$ cat src/rtl/pipeline_hazard_controller.sv
// Pipeline hazard controller: load-use / dependency stalls, branch flushes,
// memory-wait freezes with a sticky timeout flag and a saturating stall counter.
module pipeline_hazard_controller #(
    parameter bit          FORWARD_EN  = 1'b1,
    parameter int unsigned MEM_TIMEOUT = 255,
    parameter int unsigned CNT_WIDTH   = 16
) (
    input  logic                 clk,
    input  logic                 reset,
    input  logic [3:0]           i_Src_1,
    input  logic [3:0]           i_Src_2,
    input  logic                 i_Two_Src,
    input  logic [3:0]           i_Exe_Dest,
    input  logic                 i_Exe_Wb_En,
    input  logic                 i_Exe_Mem_Read_En,
    input  logic [3:0]           i_Mem_Dest,
    input  logic                 i_Mem_Wb_En,
    input  logic                 i_Branch_Taken,
    input  logic                 i_Mem_Req,
    input  logic                 i_Mem_Ready,
    output logic                 o_Freeze_If,
    output logic                 o_Flush_If_Id,
    output logic                 o_Freeze_Id_Ex,
    output logic                 o_Flush_Id_Ex,
    output logic                 o_Freeze_Ex_Mem,
    output logic [1:0]           o_State,
    output logic [CNT_WIDTH-1:0] o_Stall_Count,
    output logic                 o_Mem_Timeout
);

    localparam int unsigned WAIT_W = 8;

    typedef enum logic [1:0] {
        RUN        = 2'd0,
        LOAD_STALL = 2'd1,
        MEM_WAIT   = 2'd2
    } state_t;

    state_t            state;
    state_t            state_nxt;
    logic [WAIT_W-1:0] wait_cnt;
    logic [WAIT_W-1:0] wait_nxt;
    logic              exe_match;
    logic              mem_match;
    logic              hz;
    logic              mem_stall;
    logic              any_freeze;

    // Hazard detection; without forwarding any in-flight writeback is a hazard
    always_comb begin
        exe_match = (i_Src_1 == i_Exe_Dest) || (i_Two_Src && (i_Src_2 == i_Exe_Dest));
        mem_match = (i_Src_1 == i_Mem_Dest) || (i_Two_Src && (i_Src_2 == i_Mem_Dest));
        hz        = exe_match && i_Exe_Wb_En && (i_Exe_Mem_Read_En || !FORWARD_EN);
        if (!FORWARD_EN) begin
            hz = hz || (mem_match && i_Mem_Wb_En);
        end
        mem_stall = i_Mem_Req && !i_Mem_Ready;
    end

    // Same-cycle pipeline control: memory stall > branch > hazard
    always_comb begin
        o_Freeze_If     = 1'b0;
        o_Flush_If_Id   = 1'b0;
        o_Freeze_Id_Ex  = 1'b0;
        o_Flush_Id_Ex   = 1'b0;
        o_Freeze_Ex_Mem = 1'b0;
        if (!reset) begin
            if (mem_stall) begin
                o_Freeze_If     = 1'b1;
                o_Freeze_Id_Ex  = 1'b1;
                o_Freeze_Ex_Mem = 1'b1;
            end else if (i_Branch_Taken) begin
                o_Flush_If_Id = 1'b1;
                o_Flush_Id_Ex = 1'b1;
            end else if (hz) begin
                o_Freeze_If   = 1'b1;
                o_Flush_Id_Ex = 1'b1;
            end
        end
        any_freeze = o_Freeze_If || o_Freeze_Id_Ex || o_Freeze_Ex_Mem;
    end

    // Next state and memory-wait counter (saturates so the flag stays reachable)
    always_comb begin
        state_nxt = RUN;
        if (mem_stall) begin
            state_nxt = MEM_WAIT;
        end else if (hz && !i_Branch_Taken) begin
            state_nxt = LOAD_STALL;
        end

        wait_nxt = wait_cnt;
        if (mem_stall) begin
            if (state != MEM_WAIT) begin
                wait_nxt = '0;
            end else if (wait_cnt != '1) begin
                wait_nxt = wait_cnt + WAIT_W'(1);
            end
        end
    end

    always_ff @(posedge clk) begin
        if (reset) begin
            state         <= RUN;
            wait_cnt      <= '0;
            o_Stall_Count <= '0;
            o_Mem_Timeout <= 1'b0;
        end else begin
            state    <= state_nxt;
            wait_cnt <= wait_nxt;
            if (mem_stall && (wait_nxt == WAIT_W'(MEM_TIMEOUT))) begin
                o_Mem_Timeout <= 1'b1;
            end
            if (any_freeze && (o_Stall_Count != '1)) begin
                o_Stall_Count <= o_Stall_Count + CNT_WIDTH'(1);
            end
        end
    end

    assign o_State = state;

endmodule

$ cat config.mk
export PLATFORM = sky130hd
export DESIGN_NAME = pipeline_hazard_controller
export DESIGN_NICKNAME = d
export VERILOG_FILES = /design/src/rtl/pipeline_hazard_controller.sv
export SDC_FILE = /design/constraint.sdc
export NUM_CORES = 1
export LEC_CHECK = 0
export CORE_MARGIN = 2
export CORE_UTILIZATION = 47
export CTS_CLUSTER_DIAMETER = 200
export CTS_CLUSTER_SIZE = 16
export DETAILED_ROUTE_END_ITERATION = 8
export GPL_ROUTABILITY_DRIVEN = 0
export PLACE_DENSITY = 0.8
export SYNTH_ARGS = -nofsm -noshare
export SYNTH_HDL_FRONTEND = slang
export SYNTH_SLANG_ARGS = --single-unit
$ cat constraint.sdc
create_clock -name clk -period 2.8 [get_ports clk]
set_input_delay 0.56 -clock clk [delete_from_list [all_inputs] [get_ports clk]]
set_output_delay 0.56 -clock clk [all_outputs]
set_load 0.01 [all_outputs]
Yosys cells after proc, flatten, opt, wreduce, memory -nomap -nowiden
Index checks and enable logic that the tools add are counted.
{"block": "word_totals", "output_inout_bits": 24, "ff_bits": 27, "input_bits": 25, "elab_cells": 43}
{"block": "classes", "n_reduce_logical": 13, "n_eq_ne": 6, "n_addsub": 2, "muxes": 17}
{"operator": "8-bit two-way mux", "count": 3}
{"operator": "16-bit by 1-bit adder with 16-bit output, second input constant", "count": 1}
{"operator": "16-bit != test, second input constant", "count": 1}
{"operator": "1-bit two-way mux", "count": 13}
{"operator": "8-bit by 1-bit adder with 8-bit output, second input constant", "count": 1}
{"operator": "4-bit equality test", "count": 2}
{"operator": "8-bit equality test, second input constant", "count": 1}
{"operator": "8-bit != test, second input constant", "count": 1}
{"operator": "1-bit logical AND", "count": 7}
{"operator": "1-bit logical OR", "count": 3}
{"operator": "1-bit logical NOT", "count": 2}
{"operator": "2-bit two-way mux", "count": 1}
{"operator": "2-bit != test, second input constant", "count": 1}
{"operator": "2-bit OR reduction", "count": 1}

Longest topological paths before layout
Gate-level depths: netlist of the first run.
{"block": "logic_depth", "ltp_word": 12, "depth_mapped": 8, "ltp_nobuf": 7}

Worst setup path before layout of the first run
OpenSTA, ideal clock, no wires.
{"block": "synth_timing", "kind": "in2reg", "from": "input port i_Exe_Dest[0]", "to": "register o_Stall_Count[11]", "n_path_buf": 0, "t_arrival_ns": 1.934, "required_ns": 2.677, "slack_ns": 0.742, "stages": 6, "setup_ns": 0.123, "cell_sequence": "xor2_1 -> nor3_2 -> and4bb_4 -> nor2_1 -> nor4b_1 -> mux2_1"}
{"block": "synth_via", "elab_chain_cells": 12, "word_cells_on_any_way": 13, "classes_between": "2 x eq/ne; 4 x mux; 7 x reduce/logical"}
{"item": "from (decl)", "line": "13", "rtl": "input logic [3:0] i_Exe_Dest,"}
{"item": "4-bit equality test", "line": "51", "rtl": "exe_match = (i_Src_1 == i_Exe_Dest) || (i_Two_Src && (i_Src_2 == i_Exe_Dest));"}
{"item": "1-bit logical AND", "line": "51"}
{"item": "1-bit logical OR *", "line": "51"}
{"item": "1-bit logical AND * (2 in a row)", "line": "53", "rtl": "hz = exe_match && i_Exe_Wb_En && (i_Exe_Mem_Read_En || !FORWARD_EN);"}
{"item": "1-bit two-way mux *", "line": "75", "rtl": "end else if (hz) begin"}
{"item": "1-bit two-way mux *", "line": "72", "rtl": "end else if (i_Branch_Taken) begin"}
{"item": "1-bit two-way mux *", "line": "68", "rtl": "if (mem_stall) begin"}
{"item": "1-bit two-way mux *", "line": "67", "rtl": "if (!reset) begin"}
{"item": "1-bit logical OR * (2 in a row)", "line": "80", "rtl": "any_freeze = o_Freeze_If || o_Freeze_Id_Ex || o_Freeze_Ex_Mem;"}
{"item": "1-bit logical AND *", "line": "114", "rtl": "if (any_freeze && (o_Stall_Count != '1)) begin"}
{"item": "to (signal assigned)", "line": "115", "rtl": "o_Stall_Count <= o_Stall_Count + CNT_WIDTH'(1);"}
{"item": "to (decl)", "line": "27", "rtl": "output logic [CNT_WIDTH-1:0] o_Stall_Count,"}
Mark *: on every way between the ends. The rest lies on a longest branch, timed or not.
A chain may end at the register's enable or synchronous reset.

Worst setup path after layout of the first run
{"block": "layout_timing", "from": "input port reset", "to": "output port o_Freeze_Ex_Mem"}
{"block": "layout_via", "elab_chain_cells": 1}
{"item": "from (decl)", "line": "9", "rtl": "input logic reset,"}
{"item": "1-bit two-way mux", "line": "67"}
{"item": "to (decl)", "line": "25", "rtl": "output logic o_Freeze_Ex_Mem,"}
Every way passes these cells.

==> flow_metrics.env, run 1 <==
export IMPL_status="finished clean"
export IMPL_fp_dieArea_um2=3940
export IMPL_synth_largest_area_cell="dfxtp_1"
export IMPL_cts_num_sinks=27
export IMPL_first_iter_violations=113
export IMPL_die_h_um=62.8
export IMPL_whs_ns=0.482
export IMPL_regToRegStartpoint="wait_cnt[0]$_SDFF_PP0_"
export IMPL_via_per_inst=5.63
export IMPL_antenna_cells=0
export IMPL_layout_nets=280
export IMPL_synthXorXnorAreaFrac=0.0701
export IMPL_dr_pass1_iters=5
export IMPL_port_buffers=43
export IMPL_worstHoldPathCells=2
export IMPL_grt_ovfl_total=0
export IMPL_ys_types=50
export IMPL_start_kind="input pin"
export IMPL_setup_ws_ns=0.164
export IMPL_clkLatencyLatePin_ns=0.33
export IMPL_ctsRootBufferMaster="clkbuf_4"
export IMPL_ys_ff_latch=27
export IMPL_slew_headroom=0.696
export IMPL_yosys_area_share_simple=0.363
export IMPL_synth_compound_area_frac=0.145
export IMPL_reg2reg_depth=7
export IMPL_fillers=308
export IMPL_clockBufferDepth=2
export IMPL_grt_util_all_layers=0.209
export IMPL_syn_instance_count=201
export IMPL_endpoint_kind="output pin"
export IMPL_hold_buffers=0
export IMPL_start_util=0.487
export IMPL_syn_nets=228
export IMPL_core_area_um2=3340
export IMPL_ir_drop_v=0.000144
export IMPL_grt_pass1_wl_um=6760
export IMPL_min_to="o_Mem_Timeout$_SDFFE_PP0P_"
export IMPL_area_growth_pct=34.5
export IMPL_fmax_mhz=379
export IMPL_final_util=0.655
export IMPL_cts_tree="yes"
export IMPL_grt_setup_unrepaired="no"
export IMPL_io_pin_count=49
export IMPL_clk_pin_slew_ns=0.15
export IMPL_slew_violations=0
export IMPL_final_cells=298
export IMPL_synthAdderAreaFrac=0.0154
export IMPL_finalSetupViolCount=0
export IMPL_numCtsBuffers=3
export IMPL_grt_pass1_vias=1569
export IMPL_hp_class="reg2reg"
export IMPL_synth_edf_count=0
export IMPL_via_count=1677
export IMPL_ant_nets=0
export IMPL_synthMuxAreaShare=0.0270
export IMPL_grt_max_degree=19
export IMPL_drv_cap=0
export IMPL_tightest_slew_ns=0.444
export IMPL_placedInstanceArea_um2=2160
export IMPL_critical_path_class="in2out"
export IMPL_rows=21
export IMPL_reg2reg_to="o_Mem_Timeout$_SDFFE_PP0P_"
export IMPL_dp_hpwl_um=3010
export IMPL_htree_levels=1
export IMPL_drive_gt1_frac=0.107
export IMPL_yosysSeqAreaShare=0.333
export IMPL_synth_warnings=0
export IMPL_r2r_slack_ns=0.60
export IMPL_leakage_nw=0.759
export IMPL_crit_required_ns=2.24
export IMPL_crit_fanout=18
export IMPL_drc=0
export IMPL_hold_violations=0
export IMPL_wirelength_um=3870
export IMPL_synthFlopType="dfxtp_1"
export IMPL_dp_slack_ns=-0.168
export IMPL_cp_data_arrival_time_ns=2.08
export IMPL_cts_setup_buffers=0
export IMPL_antenna_found_initial=0
export IMPL_place_inst=294
export IMPL_synth_area_leaders="dfxtp_1 (33%), nor2_1 (5.8%), xor2_1 (4.3%)"
export IMPL_period_minus_slack_ns=2.64
export IMPL_pwr_density_cell_nw_per_um2=308
export IMPL_routedWlPerCell_um=13.0
export IMPL_die_w_um=62.8
export IMPL_syn_area_um2=1620
export IMPL_avgSynthCellArea_um2=8.08
export IMPL_fin_crit_sh=0.941
export IMPL_synth_top_family_by_area="simple AND/OR/NAND/NOR gates"
export IMPL_layout_cell_area_non_filler_um2=2180
export IMPL_synth_top_area_share=0.333
export IMPL_clock_skew_ns=0.00126
export IMPL_synthArstFlopShare=0
export IMPL_holdCritStartpoint="o_Mem_Timeout$_SDFFE_PP0P_"
[kinds of logic after synthesis]
logic type                 count (synthesis)
xor gates and xnor gates                  13
adders and majority gates                  2
AOI/OAI and AO/OA                         36
buffers and inverters                     15
muxes                                      4
and+or+nand+nor                          104
DFF                                       27
[worst max path at each step]
stage | slack, ns | startpoint | end | depth (start not counted)
finish | 0.16 | reset | o_Freeze_Ex_Mem | 5
global route | 0.005 | i_Exe_Dest[0] | o_Flush_Id_Ex | 8
CTS | 0.12 | i_Exe_Dest[0] | o_Flush_Id_Ex | 8
detailed placement | -0.17 | i_Exe_Dest[0] | o_Flush_Id_Ex | 8
global placement | -0.14 | i_Exe_Dest[0] | o_Flush_Id_Ex | 8
floorplan | 0.74 | i_Exe_Dest[0] | o_Stall_Count[11]$_SDFFE_PP0P_ | 6
[timing repair]
action                     CTS  global route
pin swaps                    0             0
setup endpoints to repair    2             1
gates resized for setup      2             1
[cell usage in the layout, fill, tap and decap left out, drive strengths merged, types with 3 or more instances in the layout]
cell type and n:
nor4 3, buf 14, xor2 8, o21ai 6, nand2 16, clkdlybuf4s50 41
or3 5, a31oi 3, nand4 7, mux2 3, a21oi 11, and3 6
clkbuf 4, nor2 25, inv 5, nor3 10, xnor2 5, and4 4
nand3 10, dfxtp 27, nor2b 6, a211oi 6
[cell usage after synthesis (2+ instances only)]
library cell  number
and4_1             4
a211oi_1           6
a31oi_1            3
mux2_2             2
a21oi_1           11
xnor2_1            5
ha_1               2
o22ai_1            2
xor2_1             8
dfxtp_1           27
buf_4              3
o21ai_0            5
inv_1              5
nor2b_1            6
nor4b_1            2
nand3_1            9
nor4_1             3
nor2_1            25
nand4_1            7
nand2_1           15
or4_1              2
or3_1              5
nor3_2             2
nor3_1             8
o31ai_1            2
clkbuf_1           4
and3_1             5
[routing by layer]
layer | share of wire | global-route usage | wire length [µm] | up-vias
met5 | 0 | 0 | 0 | -
met4 | 0.018 | 0.0861 | 68 | 0
met3 | 0.040 | 0.0324 | 154 | 6
met2 | 0.48 | 0.351 | 1840 | 49
met1 | 0.47 | 0.269 | 1810 | 777
li1 | - | - | - | 845
[power breakdown]
group	total (mW)	switching (mW)	internal, mW
clock network	0.177	0.121	0.0560
registers	0.392	0.00470	0.387
logic	0.104	0.0454	0.0588
[layout make-up]
type                            instances  area [µm²]  area share
Tap cell                               46        57.6      0.0263
Inverter                                5        18.8     0.00859
Clock buffer                            4        26.3      0.0120
Multi-Input combinational cell        159        1010       0.461
Sequential cell                        27         541       0.247
Timing Repair Buffer                   57         534       0.245
[state kept, by name, summed over array words and instances, names as in the netlist]
name           count
o_Stall_Count     16
wait_cnt           8
o_State            2
o_Mem_Timeout      1
[per-stage QoR]
step                      power (mW)  TNS, ns
final                          0.674        0
after global routing           0.703        0
after CTS                      0.675        0
after detailed placement       0.506   -0.295
after global placement         0.503   -0.247
after floorplan                0.445        0
[critical path, stage by stage]
cell and delay, ns:
clkdlybuf4s50_1 0.42, buf_4 0.21, buf_4 0.20, nor2_1 0.14, clkdlybuf4s50_1 0.55
Note: power is estimated with default switching activity, not from simulation.
==> inputs of run 2 (changes only) <==
--- a/config.mk
+++ b/config.mk
@@ -11,7 +11,7 @@
 export CTS_CLUSTER_SIZE = 16
 export DETAILED_ROUTE_END_ITERATION = 8
 export GPL_ROUTABILITY_DRIVEN = 0
-export PLACE_DENSITY = 0.8
+export PLACE_DENSITY_LB_ADDON = 0.12
 export SYNTH_ARGS = -nofsm -noshare
 export SYNTH_HDL_FRONTEND = slang
 export SYNTH_SLANG_ARGS = --single-unit
==> run 2 against run 1 <==
- fmax rose by 0.35%
- clock power barely moved
- final cell count fell by 0.34%
- clock skew rose by 0.0019 ns
- setup slack improved by 0.0092 ns
- wire length fell by 5.7%
==> flow_metrics.env, run 2 (synthesized netlist as in run 1, its figures left out) <==
export IMPL_cts_num_sinks=27
export IMPL_leakage_nw=0.754
export IMPL_core_area_um2=3340
export IMPL_cpPeakStageDelay_ns=0.45
export IMPL_via_per_inst=5.49
export IMPL_start_kind="input pin"
export IMPL_drive_gt1_frac=0.108
export IMPL_clk_pin_slew_ns=0.14
export IMPL_cts_tree="yes"
export IMPL_regToRegStartpoint="wait_cnt[0]$_SDFF_PP0_"
export IMPL_fmax_mhz=381
export IMPL_clkLatencyLatePin_ns=0.33
export IMPL_drc=0
export IMPL_fillers=325
export IMPL_whs_ns=0.481
export IMPL_drv_cap=0
export IMPL_grt_ovfl_total=0
export IMPL_final_util=0.651
export IMPL_htree_levels=1
export IMPL_fp_dieArea_um2=3940
export IMPL_die_h_um=62.8
export IMPL_clockBufferDepth=2
export IMPL_crit_family="buffers and inverters"
export IMPL_hp_class="reg2reg"
export IMPL_grt_util_all_layers=0.187
export IMPL_grt_pass1_wl_um=6200
export IMPL_die_w_um=62.8
export IMPL_rows=21
export IMPL_final_common_cell="clkdlybuf4s50_1"
export IMPL_pwr_density_cell_nw_per_um2=307
export IMPL_clock_skew_ns=0.00320
export IMPL_layout_cell_area_non_filler_um2=2170
export IMPL_ant_nets=0
export IMPL_area_growth_pct=33.7
export IMPL_cp_data_arrival_time_ns=2.07
export IMPL_slew_headroom=0.760
export IMPL_status="finished clean"
export IMPL_period_minus_slack_ns=2.63
export IMPL_io_pin_count=49
export IMPL_grt_max_degree=30
export IMPL_hold_violations=0
export IMPL_grt_setup_unrepaired="no"
export IMPL_layout_nets=279
export IMPL_reg2reg_depth=7
export IMPL_start_util=0.487
export IMPL_final_cell_mix="clkdlybuf4s50_1 (41), dfxtp_1 (27), nor2_1 (25)"
export IMPL_worstHoldPathCells=2
export IMPL_power_total_uw=667
export IMPL_tightest_slew_ns=0.351
export IMPL_slowest_stage="clkdlybuf4s50_1"
export IMPL_wirelength_um=3650
export IMPL_critical_path_class="in2out"
export IMPL_antenna_found_initial=0
export IMPL_crit_required_ns=2.24
export IMPL_regMostFlops="o_Stall_Count"
export IMPL_port_buffers=43
export IMPL_ctsRootBufferMaster="clkbuf_4"
export IMPL_cp_num_buf_inv=3
export IMPL_fin_crit_sh=0.938
export IMPL_placedInstanceArea_um2=2150
export IMPL_holdCritStartpoint="o_Mem_Timeout$_SDFFE_PP0P_"
export IMPL_path_cells="clkdlybuf4s50_1 > xor2_1 > nor3_2 > and4bb_4 > nor2_1 > inv_1 > dlygate4sd2_1"
export IMPL_min_to="o_Mem_Timeout$_SDFFE_PP0P_"
export IMPL_endpoint_kind="output pin"
export IMPL_cts_setup_buffers=0
export IMPL_via_count=1632
export IMPL_dp_hpwl_um=2800
export IMPL_grt_pass1_vias=1420
export IMPL_r2r_slack_ns=0.59
export IMPL_numCtsBuffers=3
export IMPL_slew_violations=0
export IMPL_antenna_cells=0
export IMPL_largest_reg_flops=16
export IMPL_finalSetupViolCount=0
export IMPL_first_iter_violations=79
export IMPL_dr_pass1_iters=4
export IMPL_reg2reg_to="o_Mem_Timeout$_SDFFE_PP0P_"
export IMPL_crit_fanout=2
export IMPL_ir_drop_v=0.000155
export IMPL_routedWlPerCell_um=12.3
-- run 2: changes by cell type in the layout (fill, tap and decap cells not counted) --
cell	before	now
clkdlybuf4s15_1	1	0
clkbuf_2	0	1
buf_4	14	13
-- run 2: worst min-delay path: cells and delay by family, from the launching register on --
family,cells,cell delay (ns)
buf+inv,1,0.05
compound gates,1,0.07
flops,1,0.34
-- run 2: layout make-up --
type	count	area, µm²	share of cell area
repair buffers	56	522	0.240
clock buffers	4	26.3	0.0121
inverters	5	18.8	0.00864
multi-input cells	159	1010	0.464
flip-flops and latches	27	541	0.249
well taps	46	57.6	0.0265
-- run 2: how the worst max path moves through the flow --
stage	start	endpoint	depth (start not counted)
after floorplan	i_Exe_Dest[0]	o_Stall_Count[11]$_SDFFE_PP0P_	6
after global placement	i_Exe_Dest[0]	o_Flush_Id_Ex	8
after detailed placement	i_Exe_Dest[0]	o_Flush_Id_Ex	8
after CTS	i_Exe_Dest[2]	o_Flush_Id_Ex	8
after global routing	i_Exe_Dest[2]	o_Freeze_If	7
final	i_Exe_Dest[2]	o_Freeze_If	7
-- run 2: repair_timing --
item | CTS | global route
pin swaps | 1 | 0
resized for setup | 2 | 3
hold buffers | 0 | 0
setup endpoints to repair | 2 | 1
-- run 2: power breakdown --
| group | total (mW) | switching (mW) | internal [mW] | leakage (nW) |
|---|---|---|---|---|
| clock network | 0.174 | 0.118 | 0.0560 | 0.0150 |
| registers | 0.392 | 0.00437 | 0.387 | 0.218 |
| logic | 0.102 | 0.0444 | 0.0574 | 0.521 |
| total | 0.667 | 0.166 | 0.501 | 0.754 |
-- run 2: per-layer routing --
| metal | track usage | wire [µm] |
|---|---|---|
| met4 | 0.0417 | 38 |
| met2 | 0.294 | 1590 |
| met5 | 0 | 0 |
| met3 | 0.0324 | 184 |
| met1 | 0.269 | 1840 |
-- run 2: metrics by stage --
stage | setup TNS (ns) | setup WS, ns | instances
after global routing | 0 | 0.100 | 297
after detailed placement | -0.285 | -0.174 | 293
after global placement | -0.229 | -0.127 | 293
after CTS | 0 | 0.118 | 297
final | 0 | 0.173 | 297
after floorplan | 0 | 0.742 | 201
==> inputs of run 3 (changes only) <==
--- a/config.mk
+++ b/config.mk
@@ -5,9 +5,10 @@
 export SDC_FILE = /design/constraint.sdc
 export NUM_CORES = 1
 export LEC_CHECK = 0
+export CAP_MARGIN = 20
 export CORE_MARGIN = 2
 export CORE_UTILIZATION = 47
-export CTS_CLUSTER_DIAMETER = 200
+export CTS_CLUSTER_DIAMETER = 40
 export CTS_CLUSTER_SIZE = 16
 export DETAILED_ROUTE_END_ITERATION = 8
 export GPL_ROUTABILITY_DRIVEN = 0
==> results of run 3 <==
The final DEF is identical to that of run 2; final timing and power are the same.
